File: src/rtl/writeback_stage.sv
// MEM/WB pipeline register plus writeback select for the MIPS datapath.
// Drives the register-file write port, suppresses $zero writes and counts retirements.
module writeback_stage #(
  parameter int DATA_W = 32,
  parameter int CNT_W  = 32
) (
  input  logic              clk,
  input  logic              rst,
  input  logic              stall,
  input  logic              flush,
  input  logic              in_valid,
  input  logic              in_reg_write,
  input  logic [1:0]        in_wb_sel,
  input  logic [4:0]        in_write_reg,
  input  logic [DATA_W-1:0] in_alu_result,
  input  logic [DATA_W-1:0] in_mem_data,
  input  logic [DATA_W-1:0] in_pc_plus4,
  input  logic [2:0]        in_load_type,
  input  logic [1:0]        in_byte_offset,
  output logic              RegWrite,
  output logic [4:0]        write_reg,
  output logic [DATA_W-1:0] write_data,
  output logic              wb_valid,
  output logic              zero_drop,
  output logic [CNT_W-1:0]  retired_count
);

  localparam logic [1:0] SEL_ALU  = 2'b00;
  localparam logic [1:0] SEL_LOAD = 2'b01;
  localparam logic [1:0] SEL_LINK = 2'b10;

  localparam logic [2:0] LT_LW  = 3'b000;
  localparam logic [2:0] LT_LB  = 3'b001;
  localparam logic [2:0] LT_LBU = 3'b010;
  localparam logic [2:0] LT_LH  = 3'b011;
  localparam logic [2:0] LT_LHU = 3'b100;

  logic              s_valid;
  logic              s_reg_write;
  logic [1:0]        s_wb_sel;
  logic [4:0]        s_write_reg;
  logic [DATA_W-1:0] s_alu;
  logic [DATA_W-1:0] s_mem;
  logic [DATA_W-1:0] s_pc4;
  logic [2:0]        s_load_type;
  logic [1:0]        s_offset;

  logic              retire;
  logic              dest_zero;
  logic [7:0]        load_byte;
  logic [15:0]       load_half;
  logic [DATA_W-1:0] load_data;

  // Stage register; flush only kills valid, the payload is left as don't-care.
  always_ff @(posedge clk or posedge rst) begin
    if (rst) begin
      s_valid     <= 1'b0;
      s_reg_write <= 1'b0;
      s_wb_sel    <= '0;
      s_write_reg <= '0;
      s_alu       <= '0;
      s_mem       <= '0;
      s_pc4       <= '0;
      s_load_type <= '0;
      s_offset    <= '0;
    end else if (flush) begin
      s_valid <= 1'b0;
    end else if (!stall) begin
      s_valid     <= in_valid;
      s_reg_write <= in_reg_write;
      s_wb_sel    <= in_wb_sel;
      s_write_reg <= in_write_reg;
      s_alu       <= in_alu_result;
      s_mem       <= in_mem_data;
      s_pc4       <= in_pc_plus4;
      s_load_type <= in_load_type;
      s_offset    <= in_byte_offset;
    end
  end

  assign retire    = s_valid & ~stall;
  assign dest_zero = (s_write_reg == 5'd0);

  // Suppressed $zero writes still retire and count.
  always_ff @(posedge clk or posedge rst) begin
    if (rst) begin
      retired_count <= '0;
    end else if (retire) begin
      retired_count <= retired_count + 1'b1;
    end
  end

  // Big-endian lane select: offset 0 addresses the most significant byte.
  always_comb begin
    load_byte = s_mem[31:24];
    case (s_offset)
      2'd0: load_byte = s_mem[31:24];
      2'd1: load_byte = s_mem[23:16];
      2'd2: load_byte = s_mem[15:8];
      2'd3: load_byte = s_mem[7:0];
      default: load_byte = s_mem[31:24];
    endcase
  end

  assign load_half = s_offset[1] ? s_mem[15:0] : s_mem[31:16];

  always_comb begin
    load_data = s_mem;
    case (s_load_type)
      LT_LW:   load_data = s_mem;
      LT_LB:   load_data = {{(DATA_W-8){load_byte[7]}}, load_byte};
      LT_LBU:  load_data = {{(DATA_W-8){1'b0}}, load_byte};
      LT_LH:   load_data = {{(DATA_W-16){load_half[15]}}, load_half};
      LT_LHU:  load_data = {{(DATA_W-16){1'b0}}, load_half};
      default: load_data = s_mem;
    endcase
  end

  always_comb begin
    write_data = s_alu;
    case (s_wb_sel)
      SEL_ALU:  write_data = s_alu;
      SEL_LOAD: write_data = load_data;
      SEL_LINK: write_data = s_pc4;
      default:  write_data = s_alu;
    endcase
  end

  assign RegWrite  = retire & s_reg_write & ~dest_zero;
  assign zero_drop = retire & s_reg_write & dest_zero;
  assign write_reg = s_write_reg;
  assign wb_valid  = s_valid;

endmodule
File: config.mk
export PLATFORM = sky130hd
export DESIGN_NAME = writeback_stage
export DESIGN_NICKNAME = d
export VERILOG_FILES = /design/src/rtl/writeback_stage.sv
export SDC_FILE = /design/constraint.sdc
export NUM_CORES = 1
export LEC_CHECK = 0
export BUFFER_PORTS_ARGS = -buffer_cell sky130_fd_sc_hd__buf_2
export CAP_MARGIN = 10
export CORE_MARGIN = 2
export CORE_UTILIZATION = 53
export DETAILED_ROUTE_END_ITERATION = 6
export PLACE_DENSITY = 0.85
export SYNTH_ARGS = -nofsm -noshare
export SYNTH_HDL_FRONTEND = slang
export SYNTH_SLANG_ARGS = --single-unit
File: constraint.sdc
create_clock -name clk -period 5.7 [get_ports clk]
set_input_delay 0.855 -clock clk [delete_from_list [all_inputs] [get_ports clk]]
set_output_delay 0.855 -clock clk [all_outputs]
set_load 0.01 [all_outputs]
==> results.py <==
metrics = {
    "run_status": {
        "outcome": "finished clean",
    },
    "cts": {
        "cts_tree": "yes",
        "hold_buffers": 0,
        "post_cts_resized": 0,
        "clkSlewWorstSetupHoldPaths_ns": 0.06,
        "cts-buffers-inserted": 17,
        "clkLatencyLatePin_ns": 0.42,
        "cts_post_setup_buffers_inserted": 0,
        "h-tree-depth": 4,
        "cts_num_sinks": 142,
        "root_buffer": "clkbuf_16",
        "clock_path_buffers": 2,
    },
    "synth": {
        "netlist_area_sq_um": 6940,
        "synth_seq_area_share_pct": 51.2,
        "post_synth_num_cell_types": 43,
        "netlist.area_leader.share_pct": 51.2,
        "synth_top_cell_by_area": "dfrtp_1",
        "netlist_top_cells_area": "dfrtp_1 (51%), mux2_2 (17%), a21oi_1 (3.7%)",
        "postSynthNetCount": 724,
        "yosysWarningCount": 0,
        "syn_inst": 607,
        "ys_ff_latch": 142,
        "synth.avg_cell_area_sq_um": 11.4,
    },
    "route": {
        "drtIter0Drc": 322,
        "met2WireLength_microns": 9100,
        "wire_per_inst_microns": 19.0,
        "routed-via-count": 5523,
        "via_per_inst": 5.74,
        "remaining_antenna_violation_count_after_routing": 0,
        "route.detailed.drc": 0,
        "wl_microns": 18300,
        "detailroute.wirelength.met3_microns": 1530,
        "topRoutingLayerUsed": "met5",
        "route.layer.met1.wl_microns": 7190,
        "dr.pass1.iters": 5,
    },
    "sta": {
        "unrepaired_setup_endpoints_after_global_routing": "false",
        "timing.clock.skew_ns": 0.00554,
        "fin_crit_ns": 3.85,
        "setup-violations-final": 0,
        "fin_crit_sh_pct": 67.5,
        "report.final.hold_viol_count": 0,
        "final.hold.worst_slack_ns": 0.470,
        "max_freq_mhz": 260,
        "timing_max_transition_violations_final": 0,
        "max_slew_margin_pct": 34.4,
        "timing.setup.tns_ns": 0,
        "timing_worst_slew_pin_value_ns": 0.985,
    },
    "finish": {
        "layout-drive-gt1-share_pct": 43.0,
        "final_cells": 963,
        "sequential_cell_area_sq_um": 3550,
        "synthToLayoutAreaGrowth_pct": 23.9,
        "fill_cells": 995,
        "nets": 895,
        "multi_input_area_sq_um": 3200,
        "postLayoutCoreUtil_pct": 67.6,
        "antennaDiodeCount": 0,
    },
    "floorplan": {
        "die_w_microns": 118,
        "fp.dieArea_sq_um": 14000,
        "design.core.area_sq_um": 12700,
        "io_pins": 186,
        "y_dimension_of_the_die_microns": 118,
        "row_count": 41,
        "start_util_pct": 54.5,
    },
    "setup_path": {
        "worst_path_dominant_cell_family": "flip-flops",
        "worstPathCellList": "mux4_2, nor3b_1, nor3_2, o221ai_1, o211ai_1, buf_2",
        "worstSetupStartpointType": "flip-flop",
        "cpMaxStageDelayCell": "dfrtp_1",
        "critical_path_class": "reg -> out",
        "arrival_ns": 2.99,
        "reg2reg_depth": 5,
        "critical_path.endpoint_type": "output pin",
        "path_max_fanout": 20,
        "timing.critical_path.from": "s_offset[1]$_DFFE_PP0P_",
        "critical_path_required_ns": 4.85,
        "critical_path.reg2reg.startpoint": "wb_valid$_DFFE_PP0P_",
        "crit_path_max_incr_delay_ns": 0.99,
        "cp.buffers_inverters": 1,
        "critical_path_depth": 6,
    },
    "hold_path": {
        "hp-start": "retired_count[31]$_DFFE_PP0P_",
        "hold_class": "reg -> reg",
        "timing.hold.worst_path_depth": 1,
    },
    "power": {
        "power_per_cell_area_nw_per_um2": 364,
        "power.static_leakage_nw": 4.02,
        "worst_ir_drop_on_vdd_uv": 292,
        "total_power_mw": 3.13,
    },
    "grt": {
        "grt_pass1_wl_microns": 29700,
        "grt_overflow_total": 0,
        "global_route.usage.total_pct": 27.2,
        "grt_max_degree": 77,
        "antenna_violations_before_repair": 1,
        "via_count_of_the_first_global_routing_pass": 5851,
    },
    "placement": {
        "weighted_congestion_reported_at_the_end_of_routability_driven_placement": 0.871,
        "port-buffer-count": 185,
        "dp.cells": 930,
        "sum_of_net_half_perimeters_after_detailed_placement_microns": 12800,
    },
    "job": {
        "number_of_max_cap_violations": 0,
    },
}
==> Yosys cell counts <==
cell type and n:
a21o_1 1, a21oi_1 51, a221oi_1 6, a22oi_1 1, a31oi_1 7, and2_1 1
and3_1 10, and3_4 1, and4_1 2, buf_1 1, buf_2 17, buf_4 1
clkbuf_1 19, dfrtp_1 142, ha_1 3, inv_1 8, mux2_2 106, mux2i_1 17
mux4_2 1, nand2_1 53, nand2b_1 1, nand3_1 17, nand4_1 5, nand4_2 2
nand4b_1 2, nor2_1 27, nor2b_1 20, nor3_1 3, nor3_2 2, nor3_4 1
nor3b_1 1, nor3b_2 1, nor4_4 1, o211ai_1 24, o21a_1 1, o21ai_0 5
o21ai_1 1, o221ai_1 9, or2_2 1, or4_1 1, xnor2_1 24, xor2_1 9
xor2_2 1
==> where the power goes <==
part           switching (mW)  internal [mW]
Sequential              0.128           1.14
Combinational           0.386          0.323
Clock                   0.415          0.742
Total                   0.929           2.20
==> cell families (layout without fill, tap and decap cells) <==
kind of cell | Yosys count | count (layout) | share of synthesized area (%)
buffers and inverters | 46 | 230 | 2.85
adder cells (fa/ha/maj) | 3 | 3 | 0.541
multiplexers | 124 | 124 | 20.0
AND/OR/NAND/NOR | 152 | 152 | 11.5
flip-flops | 142 | 142 | 51.2
AO/OA/AOI/OAI | 106 | 106 | 9.56
XOR/XNOR | 34 | 34 | 4.40
==> stage by stage <==
step | cell area (sq um) | setup slack (ns)
final | 8590 | 1.85
after global routing | 8590 | 1.74
after CTS | 8580 | 1.91
after detailed placement | 7960 | 2.35
after global placement | 7960 | 2.46
after floorplan | 6940 | 1.04
==> routing by layer <==
metal  track usage, %  vias up
li1                 -     2528
met1             32.2     2719
met2             45.1      229
met3             9.41       45
met4             11.5        2
met5                0        -
==> path summary, 6_finish.rpt <==
path,to,slack [ns]
max in group asynchronous,retired_count[29]$_DFFE_PP0P_,3.83
setup / recovery,write_data[10],1.85
setup reg to reg,retired_count[29]$_DFFE_PP0P_,3.68
hold / removal,retired_count[31]$_DFFE_PP0P_,0.47
hold reg to reg,retired_count[31]$_DFFE_PP0P_,0.47
min in group asynchronous,write_reg[3]$_DFFE_PP0P_,0.53
==> placed cells by master, fill, tap and decap left out, types with 6 or more instances in the layout <==
cell	count
and3_1	10
xnor2_1	23
o211ai_1	24
o221ai_1	9
mux2_2	106
nand2_1	53
inv_1	7
a221oi_1	6
xor2_1	9
buf_2	185
a21oi_1	51
dfrtp_1	142
a31oi_1	7
clkbuf_16	17
nor2b_1	20
nand3_1	17
mux2i_1	17
nor2_1	26
==> final cells by class <==
cell class / count / area share (%)
Multi-Input combinational cell: 419 / 37.3
Sequential cell: 142 / 41.3
Tap cell: 172 / 2.50
Timing Repair Buffer: 190 / 11.3
Clock buffer: 21 / 5.24
Inverter: 8 / 0.408
Clock inverter: 11 / 1.92
Power figures use the tool's default switching activity.
